===== src/rtl/glb_bank_sram_arb_if.sv =====
// Requester, read-response and SRAM-macro signals of the two-port GLB bank arbiter.
// The slave modport is the arbiter side; the master modport is the requester/SRAM side.
interface glb_bank_sram_arb_if #(
   parameter int DATA_WIDTH = 64,
   parameter int ADDR_WIDTH = 14
);
   logic                      p0_req_valid;
   logic                      p0_req_ready;
   logic                      p0_wr_en;
   logic [ADDR_WIDTH-1:0]     p0_addr;
   logic [DATA_WIDTH-1:0]     p0_wr_data;
   logic [DATA_WIDTH/8-1:0]   p0_wr_strb;
   logic                      p0_rd_data_valid;
   logic [DATA_WIDTH-1:0]     p0_rd_data;

   logic                      p1_req_valid;
   logic                      p1_req_ready;
   logic                      p1_wr_en;
   logic [ADDR_WIDTH-1:0]     p1_addr;
   logic [DATA_WIDTH-1:0]     p1_wr_data;
   logic [DATA_WIDTH/8-1:0]   p1_wr_strb;
   logic                      p1_rd_data_valid;
   logic [DATA_WIDTH-1:0]     p1_rd_data;

   logic                      sram_CEB;
   logic                      sram_WEB;
   logic [ADDR_WIDTH-1:0]     sram_A;
   logic [DATA_WIDTH-1:0]     sram_D;
   logic [DATA_WIDTH-1:0]     sram_BWEB;
   logic [DATA_WIDTH-1:0]     sram_Q;

   logic [15:0]               conflict_cnt;

   modport slave (
      input  p0_req_valid, p0_wr_en, p0_addr, p0_wr_data, p0_wr_strb,
      input  p1_req_valid, p1_wr_en, p1_addr, p1_wr_data, p1_wr_strb,
      input  sram_Q,
      output p0_req_ready, p0_rd_data_valid, p0_rd_data,
      output p1_req_ready, p1_rd_data_valid, p1_rd_data,
      output sram_CEB, sram_WEB, sram_A, sram_D, sram_BWEB,
      output conflict_cnt
   );

   modport master (
      output p0_req_valid, p0_wr_en, p0_addr, p0_wr_data, p0_wr_strb,
      output p1_req_valid, p1_wr_en, p1_addr, p1_wr_data, p1_wr_strb,
      output sram_Q,
      input  p0_req_ready, p0_rd_data_valid, p0_rd_data,
      input  p1_req_ready, p1_rd_data_valid, p1_rd_data,
      input  sram_CEB, sram_WEB, sram_A, sram_D, sram_BWEB,
      input  conflict_cnt
   );
endinterface


===== src/rtl/glb_bank_sram_arb.sv =====
// Two-port round-robin arbiter in front of a 2-cycle-latency bank SRAM macro.
// Define GLB_BANK_SRAM_ARB_RD_REG_EN to register the read response (latency 3 instead of 2).
module glb_bank_sram_arb #(
   parameter int DATA_WIDTH = 64,
   parameter int ADDR_WIDTH = 14
) (
   input  logic                 CLK,
   input  logic                 reset,
   glb_bank_sram_arb_if.slave   bus
);
   localparam int STRB_W = DATA_WIDTH / 8;

   logic        last_grant;
   logic        gnt0;
   logic        gnt1;
   logic        rd_issue;
   logic        vld_p1;
   logic        port_p1;
   logic        vld_p2;
   logic        port_p2;
   logic        rsp0_vld;
   logic        rsp1_vld;
   logic [15:0] conflict_cnt_q;

   function automatic logic [15:0] sat_inc16(input logic [15:0] v);
      return (v == 16'hFFFF) ? v : v + 16'd1;
   endfunction

   function automatic logic [DATA_WIDTH-1:0] strb_to_bweb(input logic [STRB_W-1:0] s);
      logic [DATA_WIDTH-1:0] m;
      for (int b = 0; b < STRB_W; b++) m[b*8 +: 8] = {8{~s[b]}};
      return m;
   endfunction

   // A lone requester always wins; on a conflict the port not granted last wins.
   always_comb begin
      gnt0 = 1'b0;
      gnt1 = 1'b0;
      if (!reset) begin
         if (bus.p0_req_valid && (!bus.p1_req_valid || last_grant)) gnt0 = 1'b1;
         else if (bus.p1_req_valid)                                  gnt1 = 1'b1;
      end
   end

   assign bus.p0_req_ready = gnt0;
   assign bus.p1_req_ready = gnt1;
   assign rd_issue         = (gnt0 & ~bus.p0_wr_en) | (gnt1 & ~bus.p1_wr_en);

   always_comb begin
      bus.sram_CEB  = 1'b1;
      bus.sram_WEB  = 1'b1;
      bus.sram_A    = '0;
      bus.sram_D    = '0;
      bus.sram_BWEB = '1;
      if (gnt0) begin
         bus.sram_CEB  = 1'b0;
         bus.sram_WEB  = ~bus.p0_wr_en;
         bus.sram_A    = bus.p0_addr;
         bus.sram_D    = bus.p0_wr_data;
         bus.sram_BWEB = bus.p0_wr_en ? strb_to_bweb(bus.p0_wr_strb) : '1;
      end else if (gnt1) begin
         bus.sram_CEB  = 1'b0;
         bus.sram_WEB  = ~bus.p1_wr_en;
         bus.sram_A    = bus.p1_addr;
         bus.sram_D    = bus.p1_wr_data;
         bus.sram_BWEB = bus.p1_wr_en ? strb_to_bweb(bus.p1_wr_strb) : '1;
      end
   end

   // p1/p2: read-tracking stages matching the SRAM read latency
   always_ff @(posedge CLK) begin
      if (reset) begin
         last_grant     <= 1'b1;
         vld_p1         <= 1'b0;
         vld_p2         <= 1'b0;
         conflict_cnt_q <= 16'd0;
      end else begin
         if (gnt0)      last_grant <= 1'b0;
         else if (gnt1) last_grant <= 1'b1;
         vld_p1 <= rd_issue;
         vld_p2 <= vld_p1;
         if (bus.p0_req_valid && bus.p1_req_valid) conflict_cnt_q <= sat_inc16(conflict_cnt_q);
      end
   end

   always_ff @(posedge CLK) begin
      port_p1 <= gnt1;
      port_p2 <= port_p1;
   end

   assign bus.conflict_cnt = conflict_cnt_q;
   assign rsp0_vld = vld_p2 & ~port_p2 & ~reset;
   assign rsp1_vld = vld_p2 &  port_p2 & ~reset;

`ifdef GLB_BANK_SRAM_ARB_RD_REG_EN
   logic                  vld0_p3;
   logic                  vld1_p3;
   logic [DATA_WIDTH-1:0] data0_p3;
   logic [DATA_WIDTH-1:0] data1_p3;

   // p3: registered response stage
   always_ff @(posedge CLK) begin
      if (reset) begin
         vld0_p3  <= 1'b0;
         vld1_p3  <= 1'b0;
         data0_p3 <= '0;
         data1_p3 <= '0;
      end else begin
         vld0_p3  <= rsp0_vld;
         vld1_p3  <= rsp1_vld;
         data0_p3 <= rsp0_vld ? bus.sram_Q : '0;
         data1_p3 <= rsp1_vld ? bus.sram_Q : '0;
      end
   end

   assign bus.p0_rd_data_valid = vld0_p3 & ~reset;
   assign bus.p1_rd_data_valid = vld1_p3 & ~reset;
   assign bus.p0_rd_data       = (vld0_p3 & ~reset) ? data0_p3 : '0;
   assign bus.p1_rd_data       = (vld1_p3 & ~reset) ? data1_p3 : '0;
`else
   assign bus.p0_rd_data_valid = rsp0_vld;
   assign bus.p1_rd_data_valid = rsp1_vld;
   assign bus.p0_rd_data       = rsp0_vld ? bus.sram_Q : '0;
   assign bus.p1_rd_data       = rsp1_vld ? bus.sram_Q : '0;
`endif
endmodule

===== src/flat_wrapper.sv =====
// flat-port wrapper written by rule: the top's interface ports become plain ports
module glb_bank_sram_arb_flat 
#(
   parameter int DATA_WIDTH = 64,
   parameter int ADDR_WIDTH = 14
)
  (CLK, reset, bus_p0_req_valid, bus_p0_wr_en, bus_p0_addr, bus_p0_wr_data, bus_p0_wr_strb, bus_p1_req_valid, bus_p1_wr_en, bus_p1_addr, bus_p1_wr_data, bus_p1_wr_strb, bus_sram_Q, bus_p0_req_ready, bus_p0_rd_data_valid, bus_p0_rd_data, bus_p1_req_ready, bus_p1_rd_data_valid, bus_p1_rd_data, bus_sram_CEB, bus_sram_WEB, bus_sram_A, bus_sram_D, bus_sram_BWEB, bus_conflict_cnt);
  glb_bank_sram_arb_if #(.DATA_WIDTH(DATA_WIDTH), .ADDR_WIDTH(ADDR_WIDTH)) bus_i ();
  input  logic CLK;
  input  logic reset;
  input wire logic [$bits(bus_i.p0_req_valid)-1:0] bus_p0_req_valid;
  input wire logic [$bits(bus_i.p0_wr_en)-1:0] bus_p0_wr_en;
  input wire logic [$bits(bus_i.p0_addr)-1:0] bus_p0_addr;
  input wire logic [$bits(bus_i.p0_wr_data)-1:0] bus_p0_wr_data;
  input wire logic [$bits(bus_i.p0_wr_strb)-1:0] bus_p0_wr_strb;
  input wire logic [$bits(bus_i.p1_req_valid)-1:0] bus_p1_req_valid;
  input wire logic [$bits(bus_i.p1_wr_en)-1:0] bus_p1_wr_en;
  input wire logic [$bits(bus_i.p1_addr)-1:0] bus_p1_addr;
  input wire logic [$bits(bus_i.p1_wr_data)-1:0] bus_p1_wr_data;
  input wire logic [$bits(bus_i.p1_wr_strb)-1:0] bus_p1_wr_strb;
  input wire logic [$bits(bus_i.sram_Q)-1:0] bus_sram_Q;
  output wire logic [$bits(bus_i.p0_req_ready)-1:0] bus_p0_req_ready;
  output wire logic [$bits(bus_i.p0_rd_data_valid)-1:0] bus_p0_rd_data_valid;
  output wire logic [$bits(bus_i.p0_rd_data)-1:0] bus_p0_rd_data;
  output wire logic [$bits(bus_i.p1_req_ready)-1:0] bus_p1_req_ready;
  output wire logic [$bits(bus_i.p1_rd_data_valid)-1:0] bus_p1_rd_data_valid;
  output wire logic [$bits(bus_i.p1_rd_data)-1:0] bus_p1_rd_data;
  output wire logic [$bits(bus_i.sram_CEB)-1:0] bus_sram_CEB;
  output wire logic [$bits(bus_i.sram_WEB)-1:0] bus_sram_WEB;
  output wire logic [$bits(bus_i.sram_A)-1:0] bus_sram_A;
  output wire logic [$bits(bus_i.sram_D)-1:0] bus_sram_D;
  output wire logic [$bits(bus_i.sram_BWEB)-1:0] bus_sram_BWEB;
  output wire logic [$bits(bus_i.conflict_cnt)-1:0] bus_conflict_cnt;
  assign bus_i.p0_req_valid = bus_p0_req_valid;
  assign bus_i.p0_wr_en = bus_p0_wr_en;
  assign bus_i.p0_addr = bus_p0_addr;
  assign bus_i.p0_wr_data = bus_p0_wr_data;
  assign bus_i.p0_wr_strb = bus_p0_wr_strb;
  assign bus_i.p1_req_valid = bus_p1_req_valid;
  assign bus_i.p1_wr_en = bus_p1_wr_en;
  assign bus_i.p1_addr = bus_p1_addr;
  assign bus_i.p1_wr_data = bus_p1_wr_data;
  assign bus_i.p1_wr_strb = bus_p1_wr_strb;
  assign bus_i.sram_Q = bus_sram_Q;
  assign bus_p0_req_ready = bus_i.p0_req_ready;
  assign bus_p0_rd_data_valid = bus_i.p0_rd_data_valid;
  assign bus_p0_rd_data = bus_i.p0_rd_data;
  assign bus_p1_req_ready = bus_i.p1_req_ready;
  assign bus_p1_rd_data_valid = bus_i.p1_rd_data_valid;
  assign bus_p1_rd_data = bus_i.p1_rd_data;
  assign bus_sram_CEB = bus_i.sram_CEB;
  assign bus_sram_WEB = bus_i.sram_WEB;
  assign bus_sram_A = bus_i.sram_A;
  assign bus_sram_D = bus_i.sram_D;
  assign bus_sram_BWEB = bus_i.sram_BWEB;
  assign bus_conflict_cnt = bus_i.conflict_cnt;
  glb_bank_sram_arb #(.DATA_WIDTH(DATA_WIDTH), .ADDR_WIDTH(ADDR_WIDTH)) u_core (.CLK(CLK), .reset(reset), .bus(bus_i));
endmodule

===== config.mk =====
export PLATFORM = sky130hd
export DESIGN_NAME = glb_bank_sram_arb_flat
export DESIGN_NICKNAME = d
export VERILOG_FILES = /design/src/rtl/glb_bank_sram_arb_if.sv /design/src/rtl/glb_bank_sram_arb.sv /design/src/flat_wrapper.sv
export SDC_FILE = /design/constraint.sdc
export NUM_CORES = 1
export LEC_CHECK = 0
export ABC_AREA = 1
export ABC_CLOCK_PERIOD_IN_PS = 1430
export BUFFER_PORTS_ARGS = -buffer_cell sky130_fd_sc_hd__buf_2
export CAP_MARGIN = 20
export CORE_AREA = 10 10 199 201
export CTS_CLUSTER_SIZE = 8
export DETAILED_ROUTE_END_ITERATION = 12
export DIE_AREA = 0 0 209 211
export MAX_ROUTING_LAYER = met4
export PLACE_DENSITY = 0.39
export SLEW_MARGIN = 20
export SYNTH_ARGS = -nofsm -noshare
export SYNTH_HDL_FRONTEND = slang
export SYNTH_SLANG_ARGS = --single-unit

===== constraint.sdc =====
create_clock -name CLK -period 1.43 [get_ports CLK]
set_input_delay 0.143 -clock CLK [delete_from_list [all_inputs] [get_ports CLK]]
set_output_delay 0.143 -clock CLK [all_outputs]
set_load 0.05 [all_outputs]

After elaboration in Yosys (flattened, before gate mapping). Index checks and enable logic that the tools add are counted.

Input bits: 242. Flip-flop bits (word level): 21. Output and inout bits: 292. Logic and storage cells: 63.

Reductions and logical operators: 6. Mux-type cells: 21. Eq/ne operators: 1. $add $sub $neg: 1. Bitwise operators: 28.

Operators with widths (number): $mux 64 (8); $mux 14 (2); $not 1->1 (21); $add 16x1->16 const B (1); $eq 16x16->1 const B (1); $mux 1 (11); $and 1x1->1 (6); $logic_and 1x1->1 (2); $reduce_and 2->1 (1); $reduce_bool 2->1 (1); $logic_not 1->1 (1); $logic_or 1x1->1 (1); $or 1x1->1 (1).

Logic depth before layout (Yosys ltp). Gate-level depths: netlist of the first run.

Depth after elaboration: 7. Depth in mapped cells: 9. Mapped depth without buffers: 8.

Worst setup path before layout of the first run. No wires, ideal clock.

Kind: register to output. Start point: reg u_core.vld_p2. End point: out bus_p0_rd_data[10]. Arrival: 2.571 ns. Setup slack: -1.284 ns. Cell stages (with the launch flop): 6. Data required time: 1.287 ns. Cells stage by stage: dfxtp_1 > inv_1 > nor3_1 > inv_2 > buf_2 > nor2_1.

Word-level cells in the longest chain between the ends: 3.

RTL lines: from (decl) (RTL line glb_bank_sram_arb.sv:19) `logic vld_p2;`; from (signal assigned) (RTL line glb_bank_sram_arb.sv:81) `vld_p2 <= vld_p1;`; $and 1x1->1 (2 in a row) (RTL line glb_bank_sram_arb.sv:92) `assign rsp0_vld = vld_p2 & ~port_p2 & ~reset;`; named net bus_p0_rd_data_valid (RTL line flat_wrapper.sv:23) `output wire logic [$bits(bus_i.p0_rd_data_valid)-1:0] bus_p0_rd_data_valid;`; $mux 64 (RTL line glb_bank_sram_arb.sv:123) `assign bus.p0_rd_data = rsp0_vld ? bus.sram_Q : '0;`; to (decl) (RTL line flat_wrapper.sv:24) `output wire logic [$bits(bus_i.p0_rd_data)-1:0] bus_p0_rd_data;`.

The timed path passes the listed nets, and every way through them passes these cells.

Final worst setup path of the first run.
Start point: reg u_core.last_grant. End point: out bus_sram_D[8].

Word-level cells in the longest chain between the ends: 6. Elaborated cells between the ends (all ways): 8. Classes of those cells: mux (6); reduce/logical (2).

RTL lines: from (decl) (RTL line glb_bank_sram_arb.sv:13) `logic last_grant;`; from (signal assigned) (RTL line glb_bank_sram_arb.sv:73) `last_grant <= 1'b1;`; from (signal assigned) (RTL line glb_bank_sram_arb.sv:78) `if (gnt0) last_grant <= 1'b0;`; from (signal assigned) (RTL line glb_bank_sram_arb.sv:79) `else if (gnt1) last_grant <= 1'b1;`; $logic_or 1x1->1 (*) (RTL line glb_bank_sram_arb.sv:40) `if (bus.p0_req_valid && (!bus.p1_req_valid || last_grant)) gnt0 = 1'b1;`; $logic_and 1x1->1 (*) (RTL line glb_bank_sram_arb.sv:40); $mux 1 (RTL line glb_bank_sram_arb.sv:40); $mux 1 (RTL line glb_bank_sram_arb.sv:39) `if (!reset) begin`; $mux 64 (RTL line glb_bank_sram_arb.sv:61) `end else if (gnt1) begin`; $mux 64 (*) (RTL line glb_bank_sram_arb.sv:55) `if (gnt0) begin`; to (decl) (RTL line flat_wrapper.sv:31) `output wire logic [$bits(bus_i.sram_D)-1:0] bus_sram_D;`.

Mark *: on every way between the ends. The rest lies on a longest branch, timed or not.

==> results of run 1 <==
## cell usage after synthesis, drive strengths merged
master,number
nor3,2
or2,1
o21bai,1
a21oi,12
clkbuf,2
nor2,174
ha,1
inv,87
buf,88
o21ai,2
dfxtp,21
nand3,19
nand2,63
and2,1
o211ai,9
nand3b,1
nand4,3
a22o,78
## sequential cells by signal (all words and copies together), names as in the netlist
signal / flops
u_core.bus.conflict_cnt: 16
u_core.last_grant: 1
u_core.port_p2: 1
u_core.vld_p2: 1
u_core.port_p1: 1
u_core.vld_p1: 1
## final cells by class
| class | instances | area, µm² |
|---|---|---|
| antenna | 5 | 12.5 |
| clock buffer | 4 | 78.8 |
| fill | 3617 | 24200 |
| inverter | 87 | 357 |
| multi-input combinational | 367 | 3220 |
| sequential | 21 | 452 |
| tap | 461 | 577 |
| timing repair buffer | 635 | 6520 |
| timing repair inverter | 2 | 18.8 |
## final timing paths
kind,slack (ps),startpoint,depth (start not counted),end
setup reg to reg,100,u_core.bus.conflict_cnt[0]$_SDFFE_PP0P_,7,u_core.bus.conflict_cnt[14]$_SDFFE_PP0P_
hold reg to reg,320,u_core.port_p1$_DFF_P_,0,u_core.port_p2$_DFF_P_
hold / removal,190,bus_p0_req_valid,2,u_core.last_grant$_SDFFE_PP1P_
setup / recovery,-380,u_core.last_grant$_SDFFE_PP1P_,9,bus_sram_D[8]
## worst max-delay path: stages, from the launching register on
cell and delay, ps:
dfxtp_2 320, inv_2 70, nand2_4 50, nand3_4 100
inv_8 60, buf_12 140, buf_12 130, clkbuf_16 150
a22o_4 230, buf_12 150
## power by group
part | internal (µW) | switching, µW
Clock | 380 | 228
Sequential | 597 | 11.8
Combinational | 1510 | 2130
Total | 2490 | 2370
## cell families after synthesis
group           after synthesis
fa+ha+maj                     1
simple gates                264
flops                        21
compound gates              102
buf+inv                     177
## stage by stage
step	instances	power, µW
CTS	1541	4440
detailed placement	1523	3400
finish	1582	4850
floorplan	565	2450
global route	1582	5050
global placement	1523	3390
## timing repair
item | 4_1_cts | 5_1_grt
gates resized for setup | 256 | 648
endpoints found under the setup margin | 275 | 289
endpoints found under the hold margin | 0 | 0
gates cloned | 2 | 18
pin swaps | 13 | 19
buffers inserted | 12 | 19
## routing by layer
metal / part of all wire (%) / track usage, %
met5: 0 / -
met4: 1.9 / 1.07
met3: 7.7 / 3.70
met2: 53 / 21.9
met1: 37 / 12.9
==> metrics.md, run 1 <==
| Metric | Value |
|---|---|
| Vias in the first global route | `between 6,000 and 7,000` |
| H-tree levels | `1` |
| Pre-CTS WS | `-254 ps` |
| Buffers on Ports | `roughly 530` |
| Dpl hpwl | `25,000 µm` |
| Synth Area in Compound Gates | `roughly 25%` |
| Layout cell share with drive strength beyond 1 | `between 70 and 80%` |
| DR vias | `a little over 6,000` |
| RSZ-0062 raised after global routing | `true` |
| Ys Warns | `0` |
| Cells after synthesis | `roughly 570` |
| Finished Cell Area | `~11,000 µm²` |
| Initial core utilization | `9.41%` |
| Slew Viols, Final | `0` |
| Final core occ | `31.7%` |
| Setup TNS | `-62,410 ps` |
| Hold bufs inserted after CTS | `0` |
| Largest cells by area after synthesis | `a22o_1 21%, nor2_1 19%, buf_4 14%` |
| Failing checks | `setup timing` |
| Fin crit share | `127%` |
| # rows | `69` |
| Synth area leader | `a22o_1` |
| Synth Area in Simple Gates | `about 34%` |
| Clock tree buffer depth | `2` |
| DR DRC count | `0` |
| Netlist cell types | `27` |
| Initial antenna violation count | `6` |
| Reg clk slew, reported paths | `around 60 ps` |
| Routed WL | `between 30,000 and 40,000 µm` |
| Leakage | `around 0.0054 µW` |
| CP Capture Type | `primary output` |
| Initial DRT Pass Iterations | `4` |
| Seq/Total Area, Yosys | `approximately 13%` |
| Mean post-synth cell area | `about 6 µm²` |
| Global-route wire length before repair | `~40,000 µm` |
| Routability cong. | `just over 0.8` |
| Status | `complete, but fails checks` |
| Post-place instance area | `approximately 7600 µm²` |
| Routed length per placed instance | `approximately 20 µm` |
| Vias per inst | `around 3.8` |
| Most common cell after layout, fill and taps aside | `buf_2` |
| CTS tree | `done` |
| Mapped Area | `roughly 3300 µm²` |
| Die X | `roughly 210 µm` |
| Area Overhead vs Synth | `237%` |
| Overall Global Routing Usage | `between 10% and 20%` |
| Fin. Hold Viols | `0` |
| Worst slew margin | `about four fifths` |
| Critical setup path kind | `register to primary output` |
| Final global-route overflow total | `0` |
| Clk_skew | `roughly 3.5 ps` |
| P per Cell Area | `roughly 430 nW/µm²` |
| Max-Cap Viols | `0` |
| Worst Max-Slew Pin Slew | `around 270 ps` |
| Largest family of logic cells by synthesized area | `simple AND/OR/NAND/NOR gates` |
| Commonest non-fill, non-tap cells in the layout | `257 x buf_2, 159 x buf_6, 131 x nor2_4` |
| IR Drop Worst-Case VDD | `approximately 0.53 mV` |
| Final hold slack | `~190 ps` |
| Pin count of the biggest net entering global routing | `76` |
| CTS Sinks | `21` |
| Number of top-level pins | `534` |
| Final worst slack | `-383 ps` |
| CORE AREA | `between 30,000 and 40,000 µm²` |
| DR iter-0 viols | `between 200 and 300` |
| CP required | `about 1300 ps` |
| Tmin final | `1810 ps` |
| Achievable frequency | `around 0.55 GHz` |
| Share of the synthesized area in the top cell type | `~21%` |
| Clock latency at the later pin of the worst-skew pair | `approximately 250 ps` |
| Net Count, Synth | `808` |
| Post-Synth Adder-Cell Area | `0.376%` |
| Crit path launch type | `register` |
| Synth Area in XOR/XNOR | `0%` |
| Mux share of post-synthesis cell area | `0%` |
| Die height | `around 210 µm` |
| Number of nets in the layout | `1,360` |
| Die area | `roughly 44,000 µm²` |
| Synthesized flop and latch total | `21` |
| Final setup viols | `roughly 270` |
| Total CTS buffers | `3` |
| Hold Path Class | `input pin to register` |
| Arr. time, crit path | `~1700 ps` |
| Antenna Nets Post-Route | `0` |
| CTS Root Cell | `clkbuf_16` |
| Largest fanout on the critical path | `7` |
(Power assumes the default switching activity.)
==> inputs of run 2 (changes only) <==
==> constraint.sdc (replaced) <==
create_clock -name CLK -period 1.43 [get_ports CLK]
set_input_delay 0.143 -clock CLK [delete_from_list [all_inputs] [get_ports CLK]]
set_output_delay 0.143 -clock CLK [all_outputs]
set_load 0.02 [all_outputs]
==> metrics.md, run 2 (synthesis gave the netlist of run 1 again) <==
| Metric | Value |
|---|---|
| Hold bufs inserted after CTS | `0` |
| Area Overhead vs Synth | `210%` |
| Dpl hpwl | `~24,000 µm` |
| Routed length per placed instance | `between 20 and 25 µm` |
| Die area | `about 44,000 µm²` |
| Worst slew margin | `between 70% and 80%` |
| Hold Path Class | `input pin to register` |
| RR Startpoint | `u_core.bus.conflict_cnt[0]$_SDFFE_PP0P_` |
| Worst Max-Slew Pin Slew | `around 320 ps` |
| Leakage | `roughly 0.0051 µW` |
| Achievable frequency | `0.553 GHz` |
| Final worst slack | `-378 ps` |
| Slew Viols, Final | `0` |
| Status | `complete, but fails checks` |
| Fin. Hold Viols | `0` |
| CTS Sinks | `21` |
| Number of top-level pins | `534` |
| Most common cell after layout, fill and taps aside | `buf_2` |
| CP Capture Type | `primary output` |
| Initial antenna violation count | `4` |
| Final setup viols | `263` |
| Reg-to-reg critical path endpoint | `u_core.bus.conflict_cnt[13]$_SDFFE_PP0P_` |
| Routed WL | `about 32,000 µm` |
| Clock tree buffer depth | `2` |
| Crit path launch type | `register` |
| Antenna Nets Post-Route | `0` |
| HP Start | `reset` |
| CTS tree | `done` |
| DR vias | `6,121` |
| Layout cell share with drive strength beyond 1 | `73.3%` |
| Die X | `about 210 µm` |
| Pin count of the biggest net entering global routing | `24` |
| Clk_skew | `between 3 and 4 ps` |
| Flop2flop setup slack | `between 100 and 150 ps` |
| Max FFs per register | `16` |
| Commonest non-fill, non-tap cells in the layout | `278 x buf_2, 258 x buf_6, 122 x nor2_4` |
| Initial core utilization | `9.41%` |
| Vias per inst | `slightly below 4` |
| Routability cong. | `between 0.8 and 0.9` |
| DR iter-0 viols | `just over 300` |
| Critical setup path kind | `register to primary output` |
| H-tree levels | `1` |
| Final global-route overflow total | `0` |
| CTS Root Cell | `clkbuf_16` |
| Fin crit share | `126%` |
| Critical Path Source | `u_core.last_grant$_SDFFE_PP1P_` |
| IR Drop Worst-Case VDD | `approximately 0.39 mV` |
| FILL cells | `3,708` |
| Reg clk slew, reported paths | `approximately 60 ps` |
| Final core occ | `between 20% and 30%` |
| Pre-CTS WS | `-208 ps` |
| Worst setup path endpoint | `bus_sram_D[11]` |
| RSZ-0062 raised after global routing | `true` |
| P per Cell Area | `between 300 and 400 nW/µm²` |
| Total CTS buffers | `3` |
| Failing checks | `setup timing` |
| Buffers on Ports | `about 530` |
| Clock latency at the later pin of the worst-skew pair | `between 200 and 300 ps` |
| Overall Global Routing Usage | `between 10% and 20%` |
| # rows | `~70` |
| CORE AREA | `between 30,000 and 40,000 µm²` |
| Arr. time, crit path | `roughly 1700 ps` |
| Tmin final | `about 1800 ps` |
| Die height | `211 µm` |
| Vias in the first global route | `~6,500` |
| Max-Cap Viols | `0` |
| Number of nets in the layout | `~1,400` |
| DR DRC count | `0` |
| Initial DRT Pass Iterations | `4` |
| Global-route wire length before repair | `roughly 42,000 µm` |
| Largest fanout on the critical path | `5` |
| Setup TNS | `-60,760 ps` |
| R2R depth | `7` |
| CP required | `between 1000 and 1500 ps` |
run 2: power breakdown:
group	switching (µW)	internal [µW]	total [µW]
Clock	234	381	614
Sequential	8.61	598	607
Combinational	1340	1240	2580
Total	1580	2220	3800
run 2: how the worst min path moves through the flow:
stage                                                         end  depth (start not counted)
after floorplan                          u_core.vld_p2$_SDFF_PP0_                          1
after global placement                     u_core.port_p2$_DFF_P_                          0
after detailed placement                   u_core.port_p2$_DFF_P_                          0
after CTS                                u_core.vld_p2$_SDFF_PP0_                          3
after global routing      u_core.bus.conflict_cnt[9]$_SDFFE_PP0P_                          3
final                                    u_core.vld_p2$_SDFF_PP0_                          3
run 2: layout make-up:
type	count	area, µm²	area share [%]
inverters	87	362	3.51
repair inverters	1	7.51	0.0728
well taps	461	577	5.59
diodes	3	7.51	0.0728
clock buffers	4	78.8	0.764
repair buffers	640	5790	56.1
multi-input cells	368	3060	29.7
flip-flops and latches	21	434	4.21
run 2: layer usage:
layer	track usage [%]	share of wire, %
met2	22.2	51
met4	3.32	2.1
met1	13.4	38
met5	-	0
met3	3.46	9.1
run 2: repair_timing:
item / in CTS / in global routing
gates cloned: 14 / 11
endpoints found under the setup margin: 262 / 279
buffers inserted: 20 / 10
pin swaps: 15 / 20
endpoints found under the hold margin: 0 / 0
gates resized for setup: 530 / 344
run 2: metrics by stage:
stage                     std cells  hold WS, ps  total power (µW)  instance area [µm²]
after detailed placement       1531          314              2340                 6540
after global placement         1531          312              2340                 6540
after CTS                      1569          195              3540                 8820
final                          1585          196              3800                10300
after floorplan                 565          214              1590                 3360
after global routing           1585          200              3980                10300
run 2: critical path, stage by stage (launching register included):
cell and delay (ps):
dfxtp_2 340, buf_4 100, nand2_2 50, nand3_4 100
clkinv_8 100, buf_12 160, buf_8 140, a22o_4 250
buf_6 140
